[src/rtl/imem_loader.sv]
// Instruction-memory loader: receives a length-prefixed byte stream
// (N[15:8], N[7:0], 4*N data bytes MSB-first, checksum byte), writes each
// assembled 32-bit word into instruction memory, and releases the CPU
// only after a load whose 8-bit running sum matches the trailing checksum.
//
// Handshake: a byte moves only on a clock edge where in_valid && in_ready.
// in_ready is decoded from the registered state, so it never depends on
// in_valid in the same cycle.
module imem_loader #(
  parameter int DEPTH = 256
) (
  input  logic        clk,
  input  logic        rst,
  input  logic        start,
  input  logic        in_valid,
  input  logic [7:0]  in_data,
  output logic        in_ready,
  output logic        im_we,
  output logic [31:0] im_addr,
  output logic [31:0] im_wdata,
  output logic        busy,
  output logic        done,
  output logic        err,
  output logic        cpu_run,
  output logic [15:0] words_loaded,
  output logic [2:0]  dbg_state_o
);

  typedef enum logic [2:0] {
    S_IDLE = 3'd0,
    S_HDR0 = 3'd1,
    S_HDR1 = 3'd2,
    S_DATA = 3'd3,
    S_CSUM = 3'd4,
    S_DONE = 3'd5,
    S_ERR  = 3'd6
  } state_t;

  // 17 bits so that DEPTH = 65536 is representable.
  localparam logic [16:0] DEPTH_W = 17'(DEPTH);

  state_t      state_q, state_d;
  logic [7:0]  len_hi_q, len_hi_d;
  logic [15:0] len_q, len_d;
  logic [1:0]  idx_q, idx_d;
  logic [7:0]  sum_q, sum_d;
  // Only the first three bytes of a word are buffered; the fourth goes
  // straight into the write-data register.
  logic [23:0] asm_q, asm_d;
  logic        we_q, we_d;
  logic [31:0] addr_q, addr_d;
  logic [31:0] wdata_q, wdata_d;
  logic [15:0] wl_q, wl_d;

  logic        xfer;
  logic [15:0] n_hdr;

  assign xfer  = in_valid && in_ready;
  assign n_hdr = {len_hi_q, in_data};

  // State register and datapath registers, asynchronously cleared.
  always_ff @(posedge clk or negedge rst) begin
    if (!rst) begin
      state_q  <= S_IDLE;
      len_hi_q <= '0;
      len_q    <= '0;
      idx_q    <= '0;
      sum_q    <= '0;
      asm_q    <= '0;
      we_q     <= 1'b0;
      addr_q   <= '0;
      wdata_q  <= '0;
      wl_q     <= '0;
    end else begin
      state_q  <= state_d;
      len_hi_q <= len_hi_d;
      len_q    <= len_d;
      idx_q    <= idx_d;
      sum_q    <= sum_d;
      asm_q    <= asm_d;
      we_q     <= we_d;
      addr_q   <= addr_d;
      wdata_q  <= wdata_d;
      wl_q     <= wl_d;
    end
  end

  // Next-state logic: header capture, word assembly, write issue, checksum.
  always_comb begin
    state_d  = state_q;
    len_hi_d = len_hi_q;
    len_d    = len_q;
    idx_d    = idx_q;
    sum_d    = sum_q;
    asm_d    = asm_q;
    we_d     = 1'b0;
    addr_d   = addr_q;
    wdata_d  = wdata_q;
    wl_d     = wl_q;

    case (state_q)
      S_IDLE, S_DONE, S_ERR: begin
        if (start) begin
          state_d = S_HDR0;
          wl_d    = '0;
          idx_d   = '0;
          sum_d   = '0;
        end
      end
      S_HDR0: begin
        if (xfer) begin
          len_hi_d = in_data;
          state_d  = S_HDR1;
        end
      end
      S_HDR1: begin
        if (xfer) begin
          len_d = n_hdr;
          if ({1'b0, n_hdr} > DEPTH_W) begin
            state_d = S_ERR;
          end else if (n_hdr == 16'd0) begin
            state_d = S_CSUM;
          end else begin
            state_d = S_DATA;
          end
        end
      end
      S_DATA: begin
        if (xfer) begin
          sum_d = sum_q + in_data;
          idx_d = idx_q + 2'd1;
          case (idx_q)
            2'd0:    asm_d[23:16] = in_data;
            2'd1:    asm_d[15:8]  = in_data;
            2'd2:    asm_d[7:0]   = in_data;
            default: begin
              we_d    = 1'b1;
              addr_d  = {14'b0, wl_q, 2'b00};
              wdata_d = {asm_q, in_data};
              wl_d    = wl_q + 16'd1;
              if (wl_q == len_q - 16'd1) begin
                state_d = S_CSUM;
              end
            end
          endcase
        end
      end
      S_CSUM: begin
        if (xfer) begin
          state_d = (in_data == sum_q) ? S_DONE : S_ERR;
        end
      end
      default: state_d = S_IDLE;
    endcase
  end

  assign in_ready     = (state_q == S_HDR0) || (state_q == S_HDR1) ||
                        (state_q == S_DATA) || (state_q == S_CSUM);
  assign busy         = in_ready;
  assign done         = (state_q == S_DONE);
  assign err          = (state_q == S_ERR);
  assign cpu_run      = done;
  assign im_we        = we_q;
  assign im_addr      = addr_q;
  assign im_wdata     = wdata_q;
  assign words_loaded = wl_q;
  assign dbg_state_o  = state_q;

endmodule

[config.mk]
export PLATFORM = sky130hd
export DESIGN_NAME = imem_loader
export DESIGN_NICKNAME = d
export VERILOG_FILES = /design/src/rtl/imem_loader.sv
export SDC_FILE = /design/constraint.sdc
export NUM_CORES = 1
export LEC_CHECK = 0
export ABC_CLOCK_PERIOD_IN_PS = 5900
export CAP_MARGIN = 0
export CORE_ASPECT_RATIO = 1.1
export CORE_MARGIN = 3
export CORE_UTILIZATION = 58
export DETAILED_ROUTE_END_ITERATION = 12
export PLACE_DENSITY = 0.92
export SKIP_CTS_REPAIR_TIMING = 1
export SLEW_MARGIN = 20
export SYNTH_ARGS = -nofsm -noshare
export SYNTH_HDL_FRONTEND = slang
export SYNTH_SLANG_ARGS = --single-unit
[constraint.sdc]
create_clock -name clk -period 5.9 [get_ports clk]
set_input_delay 1.18 -clock clk [delete_from_list [all_inputs] [get_ports clk]]
set_output_delay 1.18 -clock clk [all_outputs]
set_load 0.005 [all_outputs]
## Word level (Yosys, flattened, before mapping)

Cells that the tools add are included.

| word-level totals | value |
|---|---|
| bits of input ports | 12 |
| word-level logic and storage cells | 78 |
| register bits | 126 |
| output and inout port bits | 89 |

| cells by class | value |
|---|---|
| muxes and demuxes | 24 |
| $add $sub $neg | 4 |
| bitwise operators | 1 |
| reductions and logical operators | 19 |
| $lt $le $gt $ge | 1 |
| equal/unequal tests | 17 |

Operators by type and width:

| cell | count |
|---|---|
| $mux 16 | 3 |
| $pmux 16 s2 | 1 |
| $mux 3 | 9 |
| $add 16x1->16 const B | 1 |
| $eq 16x16->1 | 1 |
| $gt 16x9->1 const B | 1 |
| $logic_not 16->1 | 1 |
| $mux 8 | 2 |
| $pmux 8 s2 | 1 |
| $sub 16x1->16 const B | 1 |
| $pmux 3 s5 | 1 |
| $reduce_and 3->1 | 5 |
| $ne 2x2->1 const B | 7 |
| $eq 3x3->1 const B | 3 |
| $add 8x8->8 | 1 |
| $eq 8x8->1 | 1 |
| $reduce_and 7->1 | 1 |
| $eq 3x2->1 const B | 2 |
| $mux 2 | 3 |
| $reduce_or 3->1 | 2 |
| $pmux 2 s2 | 1 |
| $reduce_and 2->1 | 2 |
| $reduce_and 4->1 | 1 |
| $eq 3x1->1 const B | 1 |
| other kinds (10) | 14 |

## Longest topological paths before layout

Gate-level depths: netlist of the first run.

| depth | value |
|---|---|
| depth in word-level cells | 7 |
| mapped depth | 10 |
| gate-level depth less buffers | 8 |

## Worst setup path after synthesis of the first run

OpenSTA, ideal clock, no wires.

| timing path | value |
|---|---|
| path type | input-to-reg |
| from | in in_data[3] |
| to | reg state_q[0], in the netlist dbg_state_o[0] |
| slack | 2.870 ns |
| cell stages on the path | 7 |
| buffers on the path | 0 |
| arrival | 2.965 ns |
| data required time | 5.835 ns |
| library setup time | 0.065 ns |
| path through | ha_1 > or4_1 > o311ai_0 > o21ai_0 > a221o_1 > nand3_1 > o211a_1 |

| between the ends | value |
|---|---|
| longest elaborated chain between the ends | 5 |
| elaborated cells between the ends (all ways) | 9 |
| classes of those cells | 1 x order compare; 1 x eq/ne; 6 x mux; 1 x reduce/logical |

Ends and longest elaborated chain:

| what | line | text |
|---|---|---|
| from (decl) | 16 | `input logic [7:0] in_data,` |
| parallel branches: the longest is 4 deep, another holds $gt 16x9->1 | n/a |  |
| $pmux 3 s5 * | 101 | `case (state_q)` |
| to (signal assigned) | 75 | `state_q <= state_d;` |
| to (decl) | 42 | `state_t state_q, state_d;` |

Every way passes the cells marked *. The select of a mux whose other input is x is not followed.
A chain may end at the register's enable or synchronous reset.

## Worst setup path after layout of the first run

Same ends and word-level chain as after synthesis.

==> run_results.csv, run 1 <==
group,metric,value,unit
grt,grt_usage,27.8,%
yosys,ys_async_sr_fraction,100,%
place,numPortBuffers,84,
floorplan,placementRows,38,
power,power.share.combinational,31.1,%
finish,drive_above_1_share,11.7,%
power,peakVddDrop,0.000260,V
clock_network,numCtsBuffers,17,
grt,grt_pass1_wl,26300,um
grt,grt_overflow_total,0,
routing,drtIter0Drc,364,
finish,n_fill_cell,636,
power,leakagePower,3.61,nW
yosys,ys_types,59,
grt,grt_pass1_vias,5327,
yosys,synth_edf_count,0,
yosys,syn_inst,626,
place,dp_slack,1.98,ns
clock_network,clkTransAtPathRegs,0.07,ns
worst_hold_path,hold_class,"reg -> reg",
routing,vias,5107,
finish,multi_input_area,0.00279,mm2
timing,slew_viol_final,0,
yosys,avgSynthCellArea,9.87,um2
timing,hold_viol,0,
floorplan,coreArea,0.0101,mm2
worst_setup_path,worst_setup_path_end_kind,"flip-flop",
timing,slew_headroom,36.7,%
routing,viasPerCell,5.97,
clock_network,clock_latency,0.54,ns
routing,remaining_drc_errors,0,
clock_network,cts_max_path_buffers,2,
place,post-dp-hpwl,10400,um
power,swShare,36.4,%
clock_network,htreeDepth,4,
timing,tightest_slew,0.947,ns
clock_network,cts-root-buf,"clkbuf_8",
power,pwr-share-clk,28.8,%
routing,avgRoutedWirePerCell,18.9,um
clock_network,cts.sinks,126,
finish,synthToLayoutAreaGrowth,22.7,%
floorplan,die_h,114,um
timing,fin_crit,3.69,ns
power,p_sw,1.26,mW
worst_setup_path,path_max_fanout,8,
power,seqPwrFrac,40.1,%
routing,antenna_left,0,
power,powerDensity,456,mW/mm2
timing,period_share,62.5,%
timing,setup_slack,2.21,ns
finish,final_nets,729,
yosys,synth-seq-cells,126,
floorplan,fp.dieArea,0.0119,mm2
floorplan,initial_core_util,61.0,%
grt,antenna_found_initial,0,
yosys,ys_seq_area_share,51.0,%
grt,grt_max_degree,78,
power,internal-power,2.20,mW
timing,setup_tns,0,ns
timing,clock.fmax,271,MHz
flow_run,drv_cap,0,
routing,wl,16100,um
outcome,status,"finished, final reports clean",
timing,setup_viol,0,
place,routabilityCongestion,0.849,
timing,rsz0062_at_grt,"false",
yosys,synth-main-ff-cell,"dfrtp_1",
routing,firstDrtPassIters,6,
floorplan,num_io_pins,101,
timing,fin_worst_skew,0.0124,ns
finish,register_area,0.00315,mm2
worst_setup_path,cp_data_required_time,6.36,ns
finish,post-route-util,74.8,%
worst_setup_path,cp.arrival,4.15,ns
worst_setup_path,critPathKind,"in -> reg",
floorplan,fp.dieW,104,um
finish,diodes,0,
yosys,yosysWarnings,0,
clock_network,cts_tree,"yes",
worst_setup_path,start_kind,"input pin",
yosys,netlist_area,0.00618,mm2
timing,holdWs,0.476,ns
==> placed cells by master, fill, tap and decap left out, types with 3 or more instances in the layout <==
cell             instances
nor2_1                  33
a21o_1                   5
nor3_1                   8
o21ai_0                 21
or3_1                    5
dfrtp_1                126
or4_1                    5
ha_1                    13
inv_8                    4
clkdlybuf4s50_1         83
buf_4                    4
a21oi_1                  9
nand3_1                  9
and3_1                  11
nor4b_1                  3
nand4_1                  4
inv_6                    8
nand2_1                174
conb_1                  16
xnor2_1                 22
o211ai_1                 4
clkbuf_16               16
inv_1                   13
xor2_1                  21
mux2_2                  44
o31ai_1                  3
nand3b_1                 3
o22ai_1                  3
==> cell type report <==
cell class,count,share of cell area (%)
clock buffers,17,5.46
repair buffers,87,11.4
clock inverters,15,1.80
flip-flops and latches,126,41.6
inverters,14,0.693
well taps,140,2.31
multi-input cells,457,36.8
==> stage by stage <==
stage | cell area (um2) | total power, mW | instances
2_1_floorplan | 6230 | 2.03 | 641
3_3_place_gp | 7030 | 2.32 | 824
3_5_place_dp | 7030 | 2.41 | 824
4_1_cts | 7580 | 3.44 | 856
5_1_grt | 7580 | 3.62 | 856
6_report | 7580 | 3.46 | 856
==> synthesized netlist by cell type (3+ instances only) <==
cell type / instances / share of area (%)
nand2_1: 174 / 11
dfrtp_1: 126 / 51
mux2_2: 44 / 8.0
nor2_1: 33 / 2.0
clkbuf_1: 22 / 1.3
xnor2_1: 22 / 3.1
o21ai_0: 21 / 1.7
xor2_1: 21 / 3.0
buf_4: 18 / 2.2
ha_1: 13 / 2.6
inv_1: 13 / 0.79
and3_1: 11 / 1.1
a21oi_1: 9 / 0.73
nand3_1: 9 / 0.73
nor3_1: 8 / 0.65
a21o_1: 5 / 0.61
or3_1: 5 / 0.51
or4_1: 5 / 0.61
nand4_1: 4 / 0.40
o211ai_1: 4 / 0.49
nand3b_1: 3 / 0.36
nor4b_1: 3 / 0.43
o22ai_1: 3 / 0.30
o31ai_1: 3 / 0.36
==> kinds of logic (layout without fill, tap and decap cells) <==
logic type | Yosys count | count (layout) | share of synthesized area, %
AOI/OAI and AO/OA | 69 | 69 | 7.35
xor gates and xnor gates | 44 | 44 | 6.46
adders and majority gates | 14 | 14 | 2.96
buffers and inverters | 58 | 133 | 4.78
DFF | 126 | 126 | 51.0
muxes | 45 | 45 | 8.18
other | 1 | 16 | 0.0607
and+or+nand+nor | 269 | 269 | 19.2
==> registers in the layout (all words and copies together) (netlist names) <==
signal and flops:
asm_q 24, dbg_state_o 3, idx_q 2, im_addr 16, im_wdata 32, im_we 1, len_hi_q 8, len_q 16
sum_q 8, words_loaded 16
==> path summary, 6_finish.rpt <==
path | from | endpoint | slack [ns] | depth (start not counted)
worst min-delay path | im_addr[3]$_DFFE_PN0P_ | im_addr[3]$_DFFE_PN0P_ | 0.48 | 2
min in group asynchronous | rst | im_we$_DFF_PN0_ | 0.78 | 1
worst min register to register | im_addr[3]$_DFFE_PN0P_ | im_addr[3]$_DFFE_PN0P_ | 0.48 | 2
worst max-delay path | in_data[3] | dbg_state_o[0]$_DFFE_PN0P_ | 2.21 | 8
max in group asynchronous | rst | len_q[6]$_DFFE_PN0P_ | 3.92 | 2
worst max register to register | dbg_state_o[1]$_DFFE_PN0P_ | im_addr[16]$_DFFE_PN0P_ | 2.54 | 9
==> routing by layer <==
layer	GRT usage, %	routed length [um]	part of all wire, %
met1	31.5	6180	38
met2	49.5	8260	51
met5	0	0	0
met4	15.0	680	4.2
met3	5.70	1020	6.3
==> power by group through the flow <==
stage / clock network (mW) / logic, mW / registers, mW
4_1_cts: 0.998 / 1.07 / 1.37
5_1_grt: 1.04 / 1.17 / 1.41
2_1_floorplan: 0 / 0.757 / 1.27
6_report: 0.994 / 1.08 / 1.39
3_3_place_gp: 0 / 0.972 / 1.35
3_5_place_dp: 0 / 1.03 / 1.37
==> critical path, cell delays in order <==
cell             delay, ns
clkdlybuf4s50_1       0.59
ha_1                  0.44
or4_1                 0.52
o311ai_0              0.59
o21ai_0               0.20
a221o_1               0.34
nand3_1               0.11
o211a_1               0.19
Power figures use the tool's default switching activity.
==> run 2: changes to the inputs <==
ABC_CLOCK_PERIOD_IN_PS = 3300   (was 5900)
CORE_UTILIZATION = 49   (was 58)
PLACE_DENSITY = 0.83   (was 0.92)
clock period = 3.3 ns   (was 5.9 ns; I/O delays follow)
==> run 2 against run 1 <==
Against the previous run: sequential cell count unchanged; total power up 76%; non-clock buffer count up 14; count of clock-buffer cells in the layout is the same; sequential share of layout area shrank 0.81 points; die area is 17% higher; hold slack worse by 0.13 ns; critical path type unchanged; largest cell class unchanged; largest power group unchanged; highest routed layer unchanged.
==> run_results.csv, run 2 (synthesis gave the netlist of run 1 again) <==
group,metric,value,unit
outcome,status,"finished, final reports clean",
timing,slew_viol_final,0,
timing,setup_tns,0,ns
routing,antenna_left,0,
finish,largest_register_ffs,32,
worst_setup_path,timing.rr.start,"len_q[2]$_DFFE_PN0P_",
timing,holdWs,0.344,ns
clock_network,clock_latency,0.42,ns
grt,grt_usage,22.7,%
timing,slew_headroom,43.1,%
grt,grt_overflow_total,0,
worst_setup_path,ff2ff_path_depth,6,
clock_network,cts.sinks,126,
finish,post-route-util,63.4,%
power,powerDensity,787,mW/mm2
floorplan,coreArea,0.0122,mm2
routing,avgRoutedWirePerCell,16.8,um
finish,final_cell_mix,"nand2_1, dfrtp_1, clkdlybuf4s50_1",
floorplan,fp.dieW,113,um
grt,grt_max_degree,65,
clock_network,cts_tree,"yes",
routing,firstDrtPassIters,4,
floorplan,die_h,124,um
grt,grt_pass1_vias,4970,
floorplan,num_io_pins,101,
timing,setup_viol,0,
routing,vias,4873,
worst_setup_path,start_kind,"input pin",
floorplan,placementRows,42,
place,routabilityCongestion,0.864,
worst_setup_path,startpoint,"in_data[3]",
clock_network,cts-root-buf,"clkbuf_16",
timing,fin_worst_skew,0.00687,ns
flow_run,drv_cap,0,
routing,wl,14800,um
finish,final_nets,743,
timing,hold_viol,0,
worst_setup_path,worst_setup_path_end_kind,"flip-flop",
timing,period_share,84.5,%
finish,diodes,0,
clock_network,htreeDepth,4,
grt,antenna_found_initial,0,
place,numPortBuffers,84,
timing,clock.fmax,359,MHz
grt,grt_pass1_wl,24700,um
worst_setup_path,path_max_fanout,4,
finish,n_fill_cell,976,
power,leakagePower,3.68,nW
power,power,6.08,mW
timing,fin_crit,2.79,ns
routing,remaining_drc_errors,0,
finish,synthToLayoutAreaGrowth,25.1,%
place,post-dp-hpwl,10300,um
worst_setup_path,ff2ff_setup_slack,0.66,ns
timing,tightest_slew,0.851,ns
finish,drive_above_1_share,13.6,%
clock_network,numCtsBuffers,17,
routing,viasPerCell,5.51,
worst_setup_path,r2r-end,"dbg_state_o[1]$_DFFE_PN0P_",
floorplan,fp.dieArea,0.0140,mm2
floorplan,initial_core_util,50.7,%
finish,mostFrequentLayoutCell,"nand2_1",
clock_network,clkTransAtPathRegs,0.06,ns
worst_hold_path,hold_class,"in -> async",
timing,rsz0062_at_grt,"false",
routing,drtIter0Drc,268,
power,peakVddDrop,0.000458,V
worst_setup_path,cp.arrival,3.14,ns
clock_network,cts_max_path_buffers,2,
worst_setup_path,critPathKind,"in -> reg",
worst_setup_path,cp_data_required_time,3.66,ns
run 2: cell types whose count changed in the layout (fill, tap and decap cells not counted), moves of 2 or more:
cell / delta
buf_4: +13
inv_6: -4
inv_8: -4
clkinv_4: +3
clkinv_2: +2
clkinvlp_4: +2
run 2: final cells by class:
class | count | area (um2) | share of cell area, %
Clock buffer | 17 | 425 | 5.50
Tap cell | 154 | 193 | 2.49
Timing Repair Buffer | 101 | 978 | 12.7
Inverter | 14 | 52.6 | 0.680
Clock inverter | 15 | 138 | 1.78
Sequential cell | 126 | 3150 | 40.8
Multi-Input combinational cell | 457 | 2790 | 36.1
run 2: worst max-delay path, stage by stage:
cell	delay, ns
clkdlybuf4s50_1	0.44
ha_1	0.37
or4_1	0.53
o311ai_0	0.40
o21ai_0	0.18
a221o_1	0.32
nand3_1	0.09
o211a_1	0.15
run 2: how the worst max path moves through the flow:
| stage | to | depth (start not counted) |
|---|---|---|
| final | dbg_state_o[0]$_DFFE_PN0P_ | 8 |
| after global routing | dbg_state_o[0]$_DFFE_PN0P_ | 8 |
| after CTS | dbg_state_o[0]$_DFFE_PN0P_ | 8 |
| after detailed placement | dbg_state_o[0]$_DFFE_PN0P_ | 8 |
| after global placement | dbg_state_o[0]$_DFFE_PN0P_ | 8 |
| after floorplan | dbg_state_o[0]$_DFFE_PN0P_ | 7 |
run 2: metrics by stage:
stage	instances	worst slack [ns]	area, um2
after floorplan	641	0.790	6230
after global placement	852	0.204	7170
after detailed placement	852	0.158	7170
after CTS	884	0.534	7730
after global routing	884	0.357	7730
final	884	0.513	7730
run 2: power by group:
group / leakage [nW] / internal (mW) / total [mW] / switching, mW
registers: 1.67 / 2.00 / 2.43 / 0.433
clock network: 0.270 / 1.04 / 1.77 / 0.727
logic: 1.74 / 0.998 / 1.88 / 0.884
run 2: routing by layer:
metal | part of all wire (%) | track usage (%) | up-vias
met4 | 2.8 | 9.47 | 0
met1 | 42 | 27.6 | 2399
li1 | - | - | 2270
met5 | 0 | 0 | -
met2 | 50 | 38.4 | 169
met3 | 5.7 | 6.27 | 35
==> run 3: changes to the inputs <==
ABC_CLOCK_PERIOD_IN_PS = 2800   (was 3300)
CORE_UTILIZATION = 54   (was 49)
PLACE_DENSITY = 0.87   (was 0.83)
clock period = 2.8 ns   (was 3.3 ns; I/O delays follow)
==> run 3 against run 2 <==
Against the previous run: count of clock-buffer cells in the layout increased by 4; wire length rose by 6.5%; combinational power grew 26%; design area rose by 1.6%; critical path depth unchanged; via count up 4.7%; sequential share of layout area shrank 0.66 points; utilization increased by 7.6 points; cell count up 0.23%; total power increased by 23%; largest cell class unchanged; sequential cell count did not move.
==> run_results.csv, run 3 (synthesis gave the netlist of run 1 again) <==
group,metric,value,unit
finish,mostFrequentLayoutCell,"nand2_1",
grt,grt_pass1_vias,5188,
routing,viasPerCell,5.76,
floorplan,fp.dieArea,0.0128,mm2
finish,register_area,0.00315,mm2
place,post-dp-hpwl,10500,um
flow_run,drv_cap,0,
clock_network,cts_max_path_buffers,2,
worst_setup_path,crit_path_cell_trace,"clkdlybuf4s50_1, ha_1, or4_1, o311ai_0, o21ai_0, a221o_1, nand3_1, o211a_1",
worst_setup_path,path_max_fanout,2,
power,p_sw,2.44,mW
floorplan,placementRows,40,
finish,n_fill_cell,758,
clock_network,clkTransAtPathRegs,0.05,ns
timing,slew_headroom,39.6,%
finish,largest_register_ffs,32,
finish,multi_input_area,0.00280,mm2
power,peakVddDrop,0.000603,V
grt,grt_pass1_wl,25900,um
power,powerDensity,950,mW/mm2
worst_setup_path,critPathKind,"in -> reg",
power,leakagePower,3.75,nW
timing,fin_crit,2.67,ns
timing,clock.fmax,375,MHz
routing,wl,15800,um
outcome,status,"finished, final reports clean",
grt,grt_overflow_total,0,
clock_network,clock_latency,0.42,ns
clock_network,htreeDepth,4,
worst_setup_path,worst_setup_path_end_kind,"flip-flop",
timing,setup_viol,0,
floorplan,initial_core_util,55.9,%
worst_setup_path,crit_slowest_cell,"or4_1",
worst_setup_path,cp_top_family,"compound AO/OA/AOI/OAI gates",
clock_network,numCtsBuffers,17,
floorplan,die_h,118,um
routing,vias,5100,
power,internal-power,5.03,mW
power,pwr-share-clk,29.8,%
timing,setup_tns,0,ns
grt,grt_max_degree,55,
timing,tightest_slew,0.903,ns
finish,drive_above_1_share,14.6,%
finish,synthToLayoutAreaGrowth,27.1,%
routing,avgRoutedWirePerCell,17.8,um
routing,antenna_left,0,
grt,antenna_found_initial,0,
worst_setup_path,cp_data_required_time,3.16,ns
grt,grt_usage,26.0,%
floorplan,coreArea,0.0111,mm2
worst_setup_path,path_buf_inv,1,
worst_setup_path,cp.arrival,3.03,ns
power,swShare,32.7,%
power,power.share.combinational,31.8,%
clock_network,cts.sinks,126,
timing,rsz0062_at_grt,"false",
place,numPortBuffers,84,
floorplan,num_io_pins,101,
clock_network,cts_tree,"yes",
worst_setup_path,start_kind,"input pin",
timing,period_share,95.3,%
finish,final_nets,753,
place,routabilityCongestion,0.937,
timing,fin_worst_skew,0.00796,ns
worst_hold_path,hold_class,"in -> async",
routing,firstDrtPassIters,6,
clock_network,cts-root-buf,"clkbuf_16",
finish,diodes,0,
routing,remaining_drc_errors,0,
worst_setup_path,critPathMaxStageDelay,0.53,ns
power,seqPwrFrac,38.4,%
finish,post-route-util,71.0,%
timing,hold_viol,0,
floorplan,fp.dieW,108,um
timing,holdWs,0.181,ns
finish,final_cell_mix,"nand2_1, dfrtp_1, clkdlybuf4s50_1",
timing,slew_viol_final,0,
routing,drtIter0Drc,328,
-- run 3: power groups by stage --
stage | Clock [mW] | Sequential, mW | Combinational (mW)
floorplan | 0 | 2.69 | 1.60
global placement | 0 | 2.81 | 2.19
detailed placement | 0 | 2.85 | 2.30
CTS | 2.25 | 2.84 | 2.36
global route | 2.34 | 2.93 | 2.60
finish | 2.23 | 2.86 | 2.37
-- run 3: layout make-up --
cell class / count / area share [%]
multi-input combinational: 457 / 35.7
inverter: 14 / 0.669
timing repair buffer: 111 / 13.6
clock buffer: 21 / 5.86
tap: 147 / 2.34
sequential: 126 / 40.1
clock inverter: 10 / 1.75
-- run 3: per-stage QoR --
stage	total power, mW	instances	setup WS, ns	area (um2)
floorplan	4.28	641	0.390	6230
CTS	7.45	886	0.106	7840
detailed placement	5.15	855	-0.219	7240
global route	7.88	886	0.0446	7860
global placement	5.00	855	-0.179	7240
finish	7.46	886	0.132	7860
-- run 3: routing by layer --
layer	wire length [um]	vias to the layer above	global-route usage [%]
li1	-	2274	-
met1	5940	2531	31.1
met3	1100	58	6.99
met4	575	0	12.9
met5	0	-	0
met2	8160	237	43.1
-- run 3: worst paths after layout --
check	endpoint	slack, ns	startpoint	cells past startpoint
worst max-delay path	dbg_state_o[0]$_DFFE_PN0P_	0.13	in_data[1]	8
worst min-delay path	im_we$_DFF_PN0_	0.18	rst	1
worst max register to register	dbg_state_o[1]$_DFFE_PN0P_	0.19	len_q[6]$_DFFE_PN0P_	6
worst min register to register	im_wdata[10]$_DFFE_PN0P_	0.47	im_wdata[10]$_DFFE_PN0P_	2
max in group asynchronous	im_wdata[14]$_DFFE_PN0P_	1.89	rst	2
min in group clk	im_wdata[10]$_DFFE_PN0P_	0.47	im_wdata[10]$_DFFE_PN0P_	2
